[src/rtl/pga.sv]
// pga - packet generator analyzer (egress end of the pgm test path).
//
// Classifies each incoming packet by its head word. A head carrying TAG in
// data[127:112] is a generated test packet. Test packets are absorbed, and
// their sequence number and one-way latency are checked. All other traffic
// is forwarded unchanged with exactly one cycle of delay.
//
// Ports:
//   clk, rst              single clock, synchronous active-high reset
//   in_pga_data[133:0]    [133:132] 01 head / 11 body / 10 tail,
//                         [131:128] invalid bytes, [127:0] payload
//   in_pga_data_wr        data word strobe
//   in_pga_valid_wr       end-of-packet strobe (with the tail word)
//   in_pga_valid          1 = packet good, 0 = discard
//   out_pga_alf           almost-full to upstream (mirrors in_pga_alf)
//   in_pga_timestamp      free-running cycle counter shared with pgm
//   in_pga_start_flag     pgm start pulse, clears the statistics
//   out_pga_data/_data_wr/_valid_wr/_valid   forwarded non-test traffic
//   in_pga_alf            downstream almost-full
//   out_pga_pkt_cnt       good test packets received (saturating)
//   out_pga_err_cnt       sequence errors + bad test packets (saturating)
//   out_pga_last_lat      latency of the most recent good test packet
//   out_pga_max_lat       maximum latency since the last clear
module pga #(
    parameter logic [15:0] TAG  = 16'hFA57,
    parameter logic [7:0]  LMID = 8'd7
) (
    input  logic         clk,
    input  logic         rst,
    input  logic [133:0] in_pga_data,
    input  logic         in_pga_data_wr,
    input  logic         in_pga_valid_wr,
    input  logic         in_pga_valid,
    output logic         out_pga_alf,
    input  logic [31:0]  in_pga_timestamp,
    input  logic         in_pga_start_flag,
    output logic [133:0] out_pga_data,
    output logic         out_pga_data_wr,
    output logic         out_pga_valid_wr,
    output logic         out_pga_valid,
    input  logic         in_pga_alf,
    output logic [31:0]  out_pga_pkt_cnt,
    output logic [31:0]  out_pga_err_cnt,
    output logic [31:0]  out_pga_last_lat,
    output logic [31:0]  out_pga_max_lat
);

    typedef enum logic [1:0] {IDLE, FWD, CHK} state_t;

    state_t      state;
    logic [31:0] seq_q;
    logic [31:0] ts_q;
    logic [31:0] exp_seq;

    logic        head;
    logic        is_tag;
    logic        fin;
    logic [31:0] fin_seq;
    logic [31:0] fin_ts;
    logic [31:0] lat;

    assign out_pga_alf = in_pga_alf;

    assign head   = in_pga_data_wr && (in_pga_data[133:132] == 2'b01);
    assign is_tag = (in_pga_data[127:112] == TAG);

    // End of a test packet. A single-word test packet finalizes in IDLE, so
    // its seq/timestamp come straight from the head word instead of the latch.
    always_comb begin
        fin     = 1'b0;
        fin_seq = seq_q;
        fin_ts  = ts_q;
        case (state)
            IDLE: begin
                if (head && is_tag && in_pga_valid_wr) begin
                    fin     = 1'b1;
                    fin_seq = in_pga_data[111:80];
                    fin_ts  = in_pga_data[79:48];
                end
            end
            CHK: begin
                if (in_pga_valid_wr) fin = 1'b1;
            end
            default: ;
        endcase
    end

    // Modulo-2^32 subtract keeps latency correct across timestamp wrap.
    assign lat = in_pga_timestamp - fin_ts;

    always_ff @(posedge clk) begin
        if (rst) begin
            state            <= IDLE;
            seq_q            <= '0;
            ts_q             <= '0;
            exp_seq          <= '0;
            out_pga_data     <= '0;
            out_pga_data_wr  <= 1'b0;
            out_pga_valid_wr <= 1'b0;
            out_pga_valid    <= 1'b0;
            out_pga_pkt_cnt  <= '0;
            out_pga_err_cnt  <= '0;
            out_pga_last_lat <= '0;
            out_pga_max_lat  <= '0;
        end else begin
            out_pga_data_wr  <= 1'b0;
            out_pga_valid_wr <= 1'b0;
            out_pga_valid    <= 1'b0;

            case (state)
                IDLE: begin
                    // Body/tail words without a preceding head are orphans.
                    if (head) begin
                        if (is_tag) begin
                            seq_q <= in_pga_data[111:80];
                            ts_q  <= in_pga_data[79:48];
                            if (!in_pga_valid_wr) state <= CHK;
                        end else begin
                            out_pga_data    <= in_pga_data;
                            out_pga_data_wr <= 1'b1;
                            if (in_pga_valid_wr) begin
                                out_pga_valid_wr <= 1'b1;
                                out_pga_valid    <= in_pga_valid;
                            end else begin
                                state <= FWD;
                            end
                        end
                    end
                end
                FWD: begin
                    if (in_pga_data_wr) begin
                        out_pga_data    <= in_pga_data;
                        out_pga_data_wr <= 1'b1;
                    end
                    if (in_pga_valid_wr) begin
                        out_pga_valid_wr <= 1'b1;
                        out_pga_valid    <= in_pga_valid;
                        state            <= IDLE;
                    end
                end
                CHK: begin
                    if (in_pga_valid_wr) state <= IDLE;
                end
                default: state <= IDLE;
            endcase

            // Start flag wins over a coincident end-of-packet update.
            if (in_pga_start_flag) begin
                out_pga_pkt_cnt  <= '0;
                out_pga_err_cnt  <= '0;
                out_pga_last_lat <= '0;
                out_pga_max_lat  <= '0;
                exp_seq          <= '0;
            end else if (fin) begin
                if (!in_pga_valid) begin
                    if (out_pga_err_cnt != '1) out_pga_err_cnt <= out_pga_err_cnt + 32'd1;
                end else begin
                    if (out_pga_pkt_cnt != '1) out_pga_pkt_cnt <= out_pga_pkt_cnt + 32'd1;
                    if ((fin_seq != exp_seq) && (out_pga_err_cnt != '1))
                        out_pga_err_cnt <= out_pga_err_cnt + 32'd1;
                    exp_seq          <= fin_seq + 32'd1;
                    out_pga_last_lat <= lat;
                    if (lat > out_pga_max_lat) out_pga_max_lat <= lat;
                end
            end
        end
    end

endmodule

[config.mk]
export PLATFORM = sky130hd
export DESIGN_NAME = pga
export DESIGN_NICKNAME = d
export VERILOG_FILES = /design/src/rtl/pga.sv
export SDC_FILE = /design/constraint.sdc
export NUM_CORES = 1
export LEC_CHECK = 0
export CORE_MARGIN = 1.5
export CORE_UTILIZATION = 35
export CTS_BUF_LIST = sky130_fd_sc_hd__clkbuf_4 sky130_fd_sc_hd__clkbuf_8
export DETAILED_ROUTE_END_ITERATION = 7
export PLACE_DENSITY_LB_ADDON = 0.08
export SLEW_MARGIN = 30
export SYNTH_ARGS = -nofsm -noshare
export SYNTH_HDL_FRONTEND = slang
export SYNTH_SLANG_ARGS = --single-unit
[constraint.sdc]
create_clock -name clk -period 10.3 [get_ports clk]
set_input_delay 1.545 -clock clk [delete_from_list [all_inputs] [get_ports clk]]
set_output_delay 1.545 -clock clk [all_outputs]
set_load 0.005 [all_outputs]
After elaboration in Yosys (flattened, before gate mapping)

Index checks and enable logic that the tools add are counted.

Register bits: 363
Latch bits: 0
Memory bits (writable): 0
ROM bits: 0
Bits of input ports: 173
Output and inout bits: 266
Logic and storage cells: 77
Memories: 0

$add $sub $neg: 4
$mul: 0
Divide/modulo/power cells: 0
Magnitude comparators: 1
Eq/ne operators: 13
Shift-type cells: 0
Muxes and demuxes: 31
Bitwise operators: 0
Reductions and logical operators: 16

Operator list:

| cell                                                                  | number |
|---|---|
| 134-bit 2-to-1 mux                                                    | 3 |
| 134-bit case mux with 2 select lines                                  | 1 |
| 32-bit 2-to-1 mux                                                     | 7 |
| 32-bit by 1-bit adder with 32-bit output, second input constant       | 3 |
| 32-bit != test, second input constant                                 | 2 |
| 32-bit greater-than comparator                                        | 1 |
| 32-bit != test                                                        | 1 |
| 32-bit subtractor                                                     | 1 |
| 16-bit equality test, second input constant                           | 1 |
| 3-bit AND reduction                                                   | 5 |
| 1-bit 2-to-1 mux                                                      | 10 |
| 2-bit 2-to-1 mux                                                      | 5 |
| 2-bit != test, second input constant                                  | 4 |
| 1-bit case mux with 2 select lines                                    | 4 |
| 2-bit by 1-bit equality test with 1-bit output, second input constant | 2 |
| 1-bit logical AND                                                     | 4 |
| 2-bit by 1-bit != test with 1-bit output, second input constant       | 2 |
| 2-bit case mux with 2 select lines                                    | 1 |
| 4-bit AND reduction                                                   | 1 |
| 2-bit nonzero test                                                    | 2 |
| 2-bit OR reduction                                                    | 2 |
| 2-bit equality test, second input constant                            | 1 |
| 2-bit logical NOT                                                     | 1 |
| 2-bit AND reduction                                                   | 1 |

Depth between registers and ports, before layout

Depth after elaboration: 10
Gate-level depth with buffers: 35
Mapped depth without buffers: 27

Worst setup path before layout

OpenSTA, ideal clock, no wires.

Path type: input to register
Start point: input in_pga_data[132]
End point: register out_pga_max_lat[15]
Data arrival time: 7.632 ns
Path slack: 2.540 ns
Cell stages on the path: 32
Path through: and4b_1 > buf_4 > and2_4 > buf_8 > nand2_8 > buf_6 > clkbuf_1 > buf_2 > buf_1 > mux2i_1 > ha_1 > clkbuf_1 > nand2_1 > a21oi_1 > and3_1 > o211a_1 > o21ba_2 > o31ai_1 > a2111oi_1 > nor2_1 > xnor2_1 > ha_1 > nand2_1 > nor3_1 > nand3_1 > nor3_1 > o41ai_1 > a31oi_1 > buf_2 > buf_2 > mux2i_1 > nor2_1

Longest elaborated chain between the ends: 9
Elaborated cells between the ends (all ways): 11
Those cells by class: add/sub: 1; order compare: 1; eq/ne: 1; mux: 4; reduce/logical: 4

Ends and longest elaborated chain:

| item                                           | line | source |
|---|---|---|
| from (decl)                                    | 30   | `input logic [133:0] in_pga_data,` |
| 2-bit by 1-bit equality test with 1-bit output | 64   | `assign head = in_pga_data_wr && (in_pga_data[133:132] == 2'b01);` |
| 1-bit logical AND                              | 64   |  |
| 1-bit logical AND (2 in series)                | 75   | `if (head && is_tag && in_pga_valid_wr) begin` |
| 32-bit 2-to-1 mux                              | 75   |  |
| 32-bit 2-to-1 mux                              | 73   | `case (state)` |
| 32-bit subtractor                              | 89   | `assign lat = in_pga_timestamp - fin_ts;` |
| named net lat[30]                              | 60   | `logic [31:0] lat;` |
| 32-bit greater-than comparator                 | 163  | `if (lat > out_pga_max_lat) out_pga_max_lat <= lat;` |
| 3-bit AND reduction (no line)                  | --   |  |
| to (signal assigned)                           | 163  |  |
| to (decl)                                      | 45   | `output logic [31:0] out_pga_max_lat` |

The timed path passes the listed nets, and every way through them passes these cells.
A chain may end at the register's enable or synchronous reset.

Worst setup path after layout

Start point: input in_pga_data[133]
End point: register out_pga_max_lat[19]

The elaborated chain is that of the path after synthesis.

==> impl_results.md <==
- CTS Root Cell: clkbuf_8
- RSZ-0062 raised after global routing: false
- Hold buffers post-CTS: 0
- VDD IR max: 0.09766 mV
- Deepest clock path buffer count: 3
- Mapped Area: 18380 um2
- Starting Density: 35.61%
- Vias in the first global route: 17074
- Worst hold stages: 2
- Period utilisation layout: 81.57%
- Most common cell in the netlist: nand2_1
- Gr usage total: 23.54%
- Post-Syn Instances: 2368
- ANT nets after route: 0
- Synthesized net count: 2611
- Remaining DRCs: 0
- Nets: 2989
- Layout cells sized above 1: 6.149%
- Avg WL per Cell: 18.74 um
- Final Wtd Congestion: 0.9003
- Setup CP Type: primary input to flip-flop
- Top cell type's share of synthesized area: 39.54%
- Worst Hold End: out_pga_data[123]$_SDFFE_PP0P_
- CTS tree: built
- FF-to-FF End: out_pga_max_lat[19]$_SDFFE_PP0P_
- Post-synth ARST share: 0%
- Hold Worst Slack: 0.4502 ns
- R2R cell count: 28
- Max Clock Skew: 0.02896 ns
- Power per cell area: 136.7 nW/um2
- Startpoint Class: primary input
- Mean Syn Cell Area: 7.761 um2
- Area growth syn-to-layout: 34.33%
- Max Freq: 119.0 MHz
- Max-Slew Margin vs Limit: 33.13%
- Final Hold Vio Count: 0
- Fin cells: 3482
- Resized Gates After CTS: 0
- Count of flip-flops with a built-in enable after synthesis: 0
- Overflow after GRT: 0
- Final-report setup violation count: 0
- Cts bufs inserted: 73
- Status: completed
- Worst-Margin Slew: 0.9999 ns
- Setup TNS: 0 ns
- Arr. time, crit path: 8.91 ns
- Yosys cell types: 80
- PortBufs: 436
- Area after DPL: 23120 um2
- Final WL: 65.25 mm
- LEAKAGE: 8.533 nW
- Top FF cell, synth: dfxtp_1
- Pin count of the biggest net entering global routing: 99
- 1st-pass router iterations: 5
- Crit path time final: 8.402 ns
- Number of antenna violations at the first check in global routing: 7
- Die footprint: 53890 um2
- Yosys reg bits: 363
- Skew-Pair Late Insertion Delay: 0.67 ns
- DR vias/cell: 5.221
- I/O pin count: 439
- Crit Path Max Fanout: 29
- Design Power: 0.003375 W
- DP Wirelength: 47.72 mm
- H-tree Lvls: 3
- Starting DRT DRC Count: 1256
- DR vias: 18179
- Final Max Slew Viols: 0
- Fin area: 24690 um2
- First-pass GRT wire length: 99.13 mm
- Area contributors post-synth: dfxtp_1 (40%), nand2_1 (12%), a21oi_1 (8.8%)
- Post-synth top area cell: dfxtp_1
- Sink Count: 363
- Synth top cells by count: nand2_1 (587), dfxtp_1 (363), a21oi_1 (323)
- Die Y: 232.2 um
- R2r setup slk: 2.75 ns
- Layout fillers: 5079
- Clock-pin slew on the worst setup and hold paths: 0.06 ns
- Setup Fix Bufs, Post-CTS: 0
- Critical path data required time: 10.81 ns
- Yosys Warn Count: 0
- Worst min path class: flip-flop to flip-flop
- Cell Rows: 83
- Core area: 51610 um2
- RR Startpoint: state[0]$_SDFFE_PP0P_
- Setup crit end kind: flip-flop
- Sequential area share after synthesis: 39.54%
- # placed instances: 3351
- MaxCap Viol Count: 0
- Hold Crit Start: out_pga_data[123]$_SDFFE_PP0P_
- Chip Width: 232.2 um
[cells in the final DEF, fill, tap and decap left out, types with 19 or more instances in the layout]
cell and instances:
a21o_1 25, a21oi_1 323, dfxtp_1 363, ha_1 69, or4_1 19, nor2_1 103, xor2_1 35, o31ai_1 25
nand4_1 34, nand2_1 585, clkbuf_8 88, or3_1 26, mux2i_1 83, clkbuf_4 20, inv_1 81, nand3_1 82
and3_1 21, xnor2_1 61, nor3_1 31, clkdlybuf4s50_1 435, o21ai_0 47
[flip-flops by register name, indices dropped and copies added, names as in the netlist]
name / flops
exp_seq: 32
ts_q: 32
out_pga_valid: 1
seq_q: 32
out_pga_last_lat: 32
out_pga_pkt_cnt: 32
out_pga_data: 134
state: 2
out_pga_err_cnt: 32
out_pga_data_wr: 1
out_pga_max_lat: 32
out_pga_valid_wr: 1
[critical path, stage by stage]
cell             delay, ns
clkdlybuf4s50_1       0.53
and4b_1               0.47
and2_4                0.30
nand2_8               0.20
nand2_1               0.14
nand2_1               0.06
ha_1                  0.21
fa_1                  0.41
nor2b_1               0.13
o21ai_1               0.08
a21boi_1              0.34
o211a_1               0.26
o21ba_2               0.21
o31ai_1               0.14
a2111oi_1             0.94
nor2_1                0.14
xnor2_1               0.17
ha_1                  0.29
nand2_1               0.06
nor3_1                0.20
nand3_1               0.14
nor3_1                0.26
o41ai_1               0.17
a31oi_4               0.76
buf_4                 0.44
mux2i_1               0.23
nor2_1                0.06
[worst max-delay path by stage]
stage / start / to / slack, ns / cells past startpoint
2_1_floorplan: in_pga_data[132] / out_pga_max_lat[15]$_SDFFE_PP0P_ / 2.54 / 32
3_3_place_gp: in_pga_data[133] / out_pga_max_lat[12]$_SDFFE_PP0P_ / 1.46 / 27
3_5_place_dp: in_pga_data[133] / out_pga_max_lat[9]$_SDFFE_PP0P_ / 1.25 / 27
4_1_cts: in_pga_data[133] / out_pga_max_lat[15]$_SDFFE_PP0P_ / 1.93 / 27
5_1_grt: in_pga_data[133] / out_pga_max_lat[11]$_SDFFE_PP0P_ / 1.42 / 27
6_report: in_pga_data[133] / out_pga_max_lat[19]$_SDFFE_PP0P_ / 1.90 / 27
[through the flow]
| step | utilization [%] | setup WS (ns) |
|---|---|---|
| 3_5_place_dp | 44.80 | 1.247 |
| 5_1_grt | 47.83 | 1.415 |
| 4_1_cts | 47.79 | 1.933 |
| 2_1_floorplan | - | 2.540 |
| 6_report | 47.83 | 1.898 |
| 3_3_place_gp | 44.80 | 1.457 |
[where the power goes]
group,internal [W],switching [W]
Sequential,0.00143,0.0000127
Combinational,0.000167,0.000199
Clock,0.000901,0.000667
[area by class of cell]
class	instances	area (um2)	share of cell area, %
Clock inverter	18	181.4	0.7348
Tap cell	680	850.8	3.446
Antenna cell	5	12.51	0.05068
Clock buffer	108	1361	5.514
Sequential cell	363	7267	29.43
Multi-Input combinational cell	1776	10220	41.40
Inverter	81	304.0	1.232
Timing Repair Buffer	451	4489	18.18
[metal layers]
| metal | part of all wire, % | GRT usage [%] | up-vias |
|---|---|---|---|
| met1 | 45 | 31.36 | 8536 |
| li1 | - | - | 8949 |
| met2 | 45 | 36.16 | 591 |
| met4 | 2.0 | 7.244 | 6 |
| met3 | 8.0 | 7.232 | 97 |
| met5 | 0.058 | 0 | - |
[kinds of logic after synthesis]
| family | Yosys count | share of synthesized area [%] |
|---|---|---|
| DFF | 363 | 39.54 |
| adders and majority gates | 70 | 4.806 |
| and+or+nand+nor | 994 | 24.49 |
| AOI/OAI and AO/OA | 531 | 16.84 |
| buffers and inverters | 229 | 5.092 |
| muxes | 85 | 4.657 |
| xor gates and xnor gates | 96 | 4.575 |
(Power assumes the default switching activity.)
